[src/rtl/regfile_sequencer_if.sv]
// Command handshake plus register-file control/read-data bundle between requester, sequencer and register file.
interface regfile_sequencer_if;
  logic       cmd_valid;
  logic       cmd_ready;
  logic [2:0] cmd_op;
  logic [2:0] cmd_dst;
  logic [2:0] cmd_src;
  logic [7:0] cmd_imm;
  logic [3:0] cmd_cnt;
  logic       busy;
  logic       done;
  logic [7:0] rd_data;
  logic [7:0] rf_i;
  logic [2:0] rf_o1sel;
  logic [2:0] rf_o2sel;
  logic [1:0] rf_funsel;
  logic [3:0] rf_rsel;
  logic [3:0] rf_tsel;
  logic [7:0] rf_o1;
  logic [7:0] rf_o2;

  modport master (
    output cmd_valid, cmd_op, cmd_dst, cmd_src, cmd_imm, cmd_cnt, rf_o1, rf_o2,
    input  cmd_ready, busy, done, rd_data, rf_i, rf_o1sel, rf_o2sel, rf_funsel, rf_rsel, rf_tsel
  );

  modport slave (
    input  cmd_valid, cmd_op, cmd_dst, cmd_src, cmd_imm, cmd_cnt, rf_o1, rf_o2,
    output cmd_ready, busy, done, rd_data, rf_i, rf_o1sel, rf_o2sel, rf_funsel, rf_rsel, rf_tsel
  );
endinterface

[src/rtl/regfile_sequencer.sv]
// Expands one register-transfer command into register file select/function/enable cycles (1 to 16 busy cycles).
// cmd_ready is high only in IDLE; a command offered while busy stays pending until the sequencer returns to IDLE.
module regfile_sequencer (
  input  logic                clk,
  input  logic                rst,
  regfile_sequencer_if.slave  sif
);

  localparam logic [2:0] OP_NOP  = 3'b000;
  localparam logic [2:0] OP_CLR  = 3'b001;
  localparam logic [2:0] OP_LDI  = 3'b010;
  localparam logic [2:0] OP_INC  = 3'b011;
  localparam logic [2:0] OP_DEC  = 3'b100;
  localparam logic [2:0] OP_MOV  = 3'b101;
  localparam logic [2:0] OP_SWAP = 3'b110;
  localparam logic [2:0] OP_RD   = 3'b111;

  typedef enum logic [2:0] {IDLE, READ, WRITE, WRITE2, STEP, DONE} state_t;

  typedef struct packed {
    logic [2:0] op;
    logic [2:0] dst;
    logic [2:0] src;
    logic [7:0] imm;
  } cmd_t;

  state_t     state, state_nxt;
  cmd_t       cmd_q;
  logic [3:0] cnt_q;
  logic [7:0] hold_a, hold_b, rd_q;
  logic [2:0] o1sel_q, o2sel_q;
  logic       accept;
  logic       wr_en;
  logic [2:0] wr_code;
  logic [3:0] wr_onehot;
  logic [1:0] funsel;
  logic [7:0] wr_dat;

  assign accept        = sif.cmd_valid && (state == IDLE);
  assign sif.cmd_ready = (state == IDLE);
  assign sif.busy      = (state != IDLE);
  assign sif.done      = (state == DONE);
  assign sif.rd_data   = rd_q;

  always_ff @(posedge clk) begin
    if (rst) begin
      state   <= IDLE;
      cmd_q   <= '0;
      cnt_q   <= '0;
      hold_a  <= '0;
      hold_b  <= '0;
      rd_q    <= '0;
      o1sel_q <= '0;
      o2sel_q <= '0;
    end else begin
      state <= state_nxt;
      if (accept) begin
        cmd_q <= '{op: sif.cmd_op, dst: sif.cmd_dst, src: sif.cmd_src, imm: sif.cmd_imm};
        cnt_q <= sif.cmd_cnt;
      end
      if (state == STEP) begin
        cnt_q <= cnt_q - 4'd1;
      end
      // Selects are latched so the read ports keep pointing at the last operands
      if (state == READ) begin
        o1sel_q <= cmd_q.src;
        hold_a  <= sif.rf_o1;
        if (cmd_q.op == OP_SWAP) begin
          o2sel_q <= cmd_q.dst;
          hold_b  <= sif.rf_o2;
        end
        if (cmd_q.op == OP_RD) begin
          rd_q <= sif.rf_o1;
        end
      end
    end
  end

  always_comb begin
    state_nxt = state;
    wr_en     = 1'b0;
    wr_code   = cmd_q.dst;
    funsel    = 2'b00;
    wr_dat    = 8'h00;
    case (state)
      IDLE: begin
        if (accept) begin
          case (sif.cmd_op)
            OP_NOP:         state_nxt = DONE;
            OP_CLR, OP_LDI: state_nxt = WRITE;
            OP_INC, OP_DEC: state_nxt = (sif.cmd_cnt == 4'd0) ? DONE : STEP;
            OP_MOV, OP_SWAP,
            OP_RD:          state_nxt = READ;
          endcase
        end
      end
      READ: begin
        state_nxt = (cmd_q.op == OP_RD) ? DONE : WRITE;
      end
      WRITE: begin
        wr_en     = 1'b1;
        funsel    = (cmd_q.op == OP_CLR) ? 2'b00 : 2'b01;
        if (cmd_q.op == OP_LDI) begin
          wr_dat = cmd_q.imm;
        end else if (cmd_q.op == OP_MOV || cmd_q.op == OP_SWAP) begin
          wr_dat = hold_a;
        end
        state_nxt = (cmd_q.op == OP_SWAP) ? WRITE2 : DONE;
      end
      WRITE2: begin
        wr_en     = 1'b1;
        wr_code   = cmd_q.src;
        funsel    = 2'b01;
        wr_dat    = hold_b;
        state_nxt = DONE;
      end
      STEP: begin
        wr_en     = 1'b1;
        funsel    = (cmd_q.op == OP_INC) ? 2'b11 : 2'b10;
        state_nxt = (cnt_q == 4'd1) ? DONE : STEP;
      end
      DONE: begin
        state_nxt = IDLE;
      end
      default: begin
        state_nxt = IDLE;
      end
    endcase
  end

  // Code bit 2 picks the R bank; the low bits pick R1/T1 (bit3) down to R4/T4 (bit0)
  assign wr_onehot     = 4'b1000 >> wr_code[1:0];
  assign sif.rf_rsel   = (wr_en && !rst && wr_code[2])  ? wr_onehot : 4'b0000;
  assign sif.rf_tsel   = (wr_en && !rst && !wr_code[2]) ? wr_onehot : 4'b0000;
  assign sif.rf_funsel = funsel;
  assign sif.rf_i      = wr_dat;
  assign sif.rf_o1sel  = (state == READ) ? cmd_q.src : o1sel_q;
  assign sif.rf_o2sel  = (state == READ && cmd_q.op == OP_SWAP) ? cmd_q.dst : o2sel_q;

endmodule

[src/flat_wrapper.sv]
// flat-port wrapper written by rule: the top's interface ports become plain ports
module regfile_sequencer_flat 
  (clk, rst, sif_cmd_valid, sif_cmd_op, sif_cmd_dst, sif_cmd_src, sif_cmd_imm, sif_cmd_cnt, sif_rf_o1, sif_rf_o2, sif_cmd_ready, sif_busy, sif_done, sif_rd_data, sif_rf_i, sif_rf_o1sel, sif_rf_o2sel, sif_rf_funsel, sif_rf_rsel, sif_rf_tsel);
  regfile_sequencer_if sif_i ();
  input  logic clk;
  input  logic rst;
  input wire logic [$bits(sif_i.cmd_valid)-1:0] sif_cmd_valid;
  input wire logic [$bits(sif_i.cmd_op)-1:0] sif_cmd_op;
  input wire logic [$bits(sif_i.cmd_dst)-1:0] sif_cmd_dst;
  input wire logic [$bits(sif_i.cmd_src)-1:0] sif_cmd_src;
  input wire logic [$bits(sif_i.cmd_imm)-1:0] sif_cmd_imm;
  input wire logic [$bits(sif_i.cmd_cnt)-1:0] sif_cmd_cnt;
  input wire logic [$bits(sif_i.rf_o1)-1:0] sif_rf_o1;
  input wire logic [$bits(sif_i.rf_o2)-1:0] sif_rf_o2;
  output wire logic [$bits(sif_i.cmd_ready)-1:0] sif_cmd_ready;
  output wire logic [$bits(sif_i.busy)-1:0] sif_busy;
  output wire logic [$bits(sif_i.done)-1:0] sif_done;
  output wire logic [$bits(sif_i.rd_data)-1:0] sif_rd_data;
  output wire logic [$bits(sif_i.rf_i)-1:0] sif_rf_i;
  output wire logic [$bits(sif_i.rf_o1sel)-1:0] sif_rf_o1sel;
  output wire logic [$bits(sif_i.rf_o2sel)-1:0] sif_rf_o2sel;
  output wire logic [$bits(sif_i.rf_funsel)-1:0] sif_rf_funsel;
  output wire logic [$bits(sif_i.rf_rsel)-1:0] sif_rf_rsel;
  output wire logic [$bits(sif_i.rf_tsel)-1:0] sif_rf_tsel;
  assign sif_i.cmd_valid = sif_cmd_valid;
  assign sif_i.cmd_op = sif_cmd_op;
  assign sif_i.cmd_dst = sif_cmd_dst;
  assign sif_i.cmd_src = sif_cmd_src;
  assign sif_i.cmd_imm = sif_cmd_imm;
  assign sif_i.cmd_cnt = sif_cmd_cnt;
  assign sif_i.rf_o1 = sif_rf_o1;
  assign sif_i.rf_o2 = sif_rf_o2;
  assign sif_cmd_ready = sif_i.cmd_ready;
  assign sif_busy = sif_i.busy;
  assign sif_done = sif_i.done;
  assign sif_rd_data = sif_i.rd_data;
  assign sif_rf_i = sif_i.rf_i;
  assign sif_rf_o1sel = sif_i.rf_o1sel;
  assign sif_rf_o2sel = sif_i.rf_o2sel;
  assign sif_rf_funsel = sif_i.rf_funsel;
  assign sif_rf_rsel = sif_i.rf_rsel;
  assign sif_rf_tsel = sif_i.rf_tsel;
  regfile_sequencer u_core (.clk(clk), .rst(rst), .sif(sif_i));
endmodule
[config.mk]
export PLATFORM = sky130hd
export DESIGN_NAME = regfile_sequencer_flat
export DESIGN_NICKNAME = d
export VERILOG_FILES = /design/src/rtl/regfile_sequencer_if.sv /design/src/rtl/regfile_sequencer.sv /design/src/flat_wrapper.sv
export SDC_FILE = /design/constraint.sdc
export NUM_CORES = 1
export LEC_CHECK = 0
export ABC_AREA = 1
export CORE_MARGIN = 4
export CORE_UTILIZATION = 43
export DETAILED_ROUTE_END_ITERATION = 10
export PLACE_DENSITY = 0.85
export SYNTH_ARGS = -nofsm -noshare
export SYNTH_HDL_FRONTEND = slang
export SYNTH_SLANG_ARGS = --single-unit
[constraint.sdc]
create_clock -name clk -period 1.45 [get_ports clk]
set_clock_uncertainty 0.1 [all_clocks]
set_input_delay 0.3625 -clock clk [delete_from_list [all_inputs] [get_ports clk]]
set_output_delay 0.3625 -clock clk [all_outputs]
set_load 0.03 [all_outputs]
==> out/qor.csv <==
metric,value,unit
track_usage,0.285,
via_count,3575,
wire_per_inst,21.1,µm
swShare,0.399,
async_flop_share,0,
cp_num_buf_inv,2,
antenna_found_initial,0,
grt-ovfl-total,0,
htree_levels,2,
pwr-share-clk,0.187,
core.rowCount,27,
slowest_delay,390,ps
drive_above_1_share,0.489,
yosys-top-cells-count,"nand2_1 (81), nor2_1 (81), dfxtp_1 (54)",
synthesis.area,2560,µm²
cts_sinks,54,
ios,75,
gp_congestion,0.865,
crit_family,compound AO/OA/AOI/OAI gates,
worst_path_most_repeated_cell,nand2_2,
tightest_slew,600,ps
layout.nets,569,
final_hold_viol_count,0,
r2r_setup_slack,-550,ps
timing.fmax,454,MHz
violations,setup timing,
first_pass_iters,6,
rsz0062_at_grt,yes,
finalCriticalPeriod,2200,ps
power.switching,2.25,mW
hold_ws,405,ps
io_buffers,74,
syn_nets,426,
synth-edff-count,0,
insertion_delay,320,ps
relSlewSlack,0.600,
worst_slack,-752,ps
slew_violations,0,
crit_arrival,1740,ps
fp.dieW,85.2,µm
dp_hpwl,5.55,mm
crit_slowest_cell,dfxtp_4,
drc,0,
status,"complete, but fails checks",
num_antenna_cells,0,
clk_pin_slew_worst_paths,110,ps
cap_violations,0,
endpoint_kind,output port,
combPwrFrac,0.485,
ys_types,29,
grt_pass1_vias,3365,
p_int,3.38,mW
synth-seq-area-share,0.422,
fin_crit_sh,1.52,
cts_root_buf,clkbuf_8,
clock_path_buffers,2,
p_leak,2.10,nW
cp-start-kind,flip-flop,
dp.cells,565,
area_growth,88.3,%
criticalPathCategory,flip-flop to output port,
required,990,ps
fp.dieH,85.2,µm
cts_tree,yes,
setup_tns,-30790,ps
synth_seq_cells,54,
grt_pass1_wl,16.5,mm
yosys.area.top_type,dfxtp_1,
min_path_type,flip-flop to flip-flop,
synth_top_area_frac,0.422,
synth_cells,384,
finalNonFillerCells,600,
power_density,1170,nW/µm²
numCtsBuffers,5,
grt_max_degree,45,
cts_hold_buf,0,
drt-total-wl,12.7,mm
setup_viol,74,
dieArea,7260,µm²
drtIter0Drc,449,
path_max_fanout,8,
initial_utilization,0.454,
peakVddDrop,1.09,mV
n_fill_cell,276,
p_seq_frac,0.328,
syn_avg_cell_area,6.67,µm²
synthTopCellsByArea,"dfxtp_1 (42%), nand2_1 (12%), nor2_1 (12%)",
synth-main-ff-cell,dfxtp_1,
ys_warn_count,0,
final_util,0.855,
core_area,5640,µm²
via_per_inst,5.96,
ant_nets,0,
cp_cell_sequence,"inv_4, nand2_4, o21ai_4, nand2_2, o21ai_2, nand2_1, nand2_2, buf_6",
==> cell type report <==
| cell class | instances | area [µm²] | share of cell area |
|---|---|---|---|
| Tap cell | 72 | 90.1 | 0.0187 |
| Sequential cell | 54 | 1100 | 0.228 |
| Multi-Input combinational cell | 278 | 1940 | 0.401 |
| Inverter | 43 | 189 | 0.0391 |
| Timing Repair Buffer | 145 | 1400 | 0.291 |
| Clock inverter | 2 | 36.3 | 0.00752 |
| Clock buffer | 6 | 72.6 | 0.0150 |
==> cell families after synthesis <==
group | share of synthesized area
adders and majority gates | 0.00976
AOI/OAI and AO/OA | 0.160
xor gates and xnor gates | 0.00342
and+or+nand+nor | 0.313
DFF | 0.422
buffers and inverters | 0.0918
==> through the flow <==
stage               instance area, µm²  worst slack, ps  power [mW]
finish                            4830             -752        5.63
global route                      4830             -813        5.80
CTS                               4530             -594        5.01
detailed placement                3820             -659        3.42
global placement                  3820             -638        3.37
floorplan                         2820             -214        2.77
==> state kept, by name (all words and copies together) (netlist names) <==
signal,count
u_core.cmd_q,17
u_core.hold_a,8
u_core.hold_b,8
u_core.sif.rd_data,8
u_core.cnt_q,4
u_core.o1sel_q,3
u_core.o2sel_q,3
u_core.state,3
==> layout by cell type, fill, tap and decap left out, types with 2 or more instances in the layout <==
cell	instances
o21ai_0	14
nor2_1	60
nand2_1	47
inv_1	24
a21oi_2	6
clkdlybuf4s50_1	37
nor2_2	8
dfxtp_4	4
nand2_8	7
dfxtp_1	48
o21ai_2	26
or2_4	3
buf_6	47
nor2_4	18
dfxtp_2	2
inv_4	7
buf_12	2
nand2_2	21
nand2_4	13
o21ai_1	9
o21ai_4	10
nand3_1	8
ha_1	2
nand3_4	3
a21oi_1	13
clkbuf_8	5
nor3_2	2
buf_4	55
buf_8	2
inv_2	11
==> per-layer routing <==
layer,up-vias,global-route usage,share of wire
met5,-,0,0
met4,0,0.180,0.081
met3,121,0.0689,0.10
met2,297,0.490,0.48
met1,1646,0.313,0.34
li1,1511,-,-
==> worst reg2reg max path, cell delays in order (launching register included) <==
cell	delay [ps]
dfxtp_4	380
buf_6	120
nor2_4	140
buf_4	130
buf_6	80
buf_6	80
buf_6	110
nand2_8	60
buf_6	130
nor2_4	110
buf_6	150
o21ai_0	110
a21oi_1	210
==> final timing paths <==
kind | from | end | depth (start not counted)
worst max register to register | u_core.state[1]$_SDFFE_PP0P_ | u_core.cmd_q[15]$_SDFFE_PP0P_ | 12
worst min register to register | u_core.cnt_q[3]$_SDFFE_PP0P_ | u_core.cnt_q[3]$_SDFFE_PP0P_ | 2
worst max-delay path | u_core.cmd_q[15]$_SDFFE_PP0P_ | sif_rf_i[1] | 8
worst min-delay path | u_core.cnt_q[3]$_SDFFE_PP0P_ | u_core.cnt_q[3]$_SDFFE_PP0P_ | 2
==> power by group through the flow <==
stage | Sequential (mW) | Combinational (mW) | Clock (mW)
final | 1.85 | 2.73 | 1.05
after global routing | 1.85 | 2.85 | 1.10
after CTS | 1.80 | 2.20 | 1.02
after detailed placement | 1.81 | 1.61 | 0
after global placement | 1.80 | 1.57 | 0
after floorplan | 1.80 | 0.976 | 0
==> what timing repair did <==
| action | in CTS | in global routing |
|---|---|---|
| buffers inserted | 15 | 12 |
| setup endpoints to repair | 68 | 78 |
| pin swaps | 39 | 40 |
| resized for setup | 149 | 69 |
| cloned | 4 | 0 |
| hold endpoints to repair | 0 | 0 |
No activity file was read; power rests on OpenSTA's default activity.
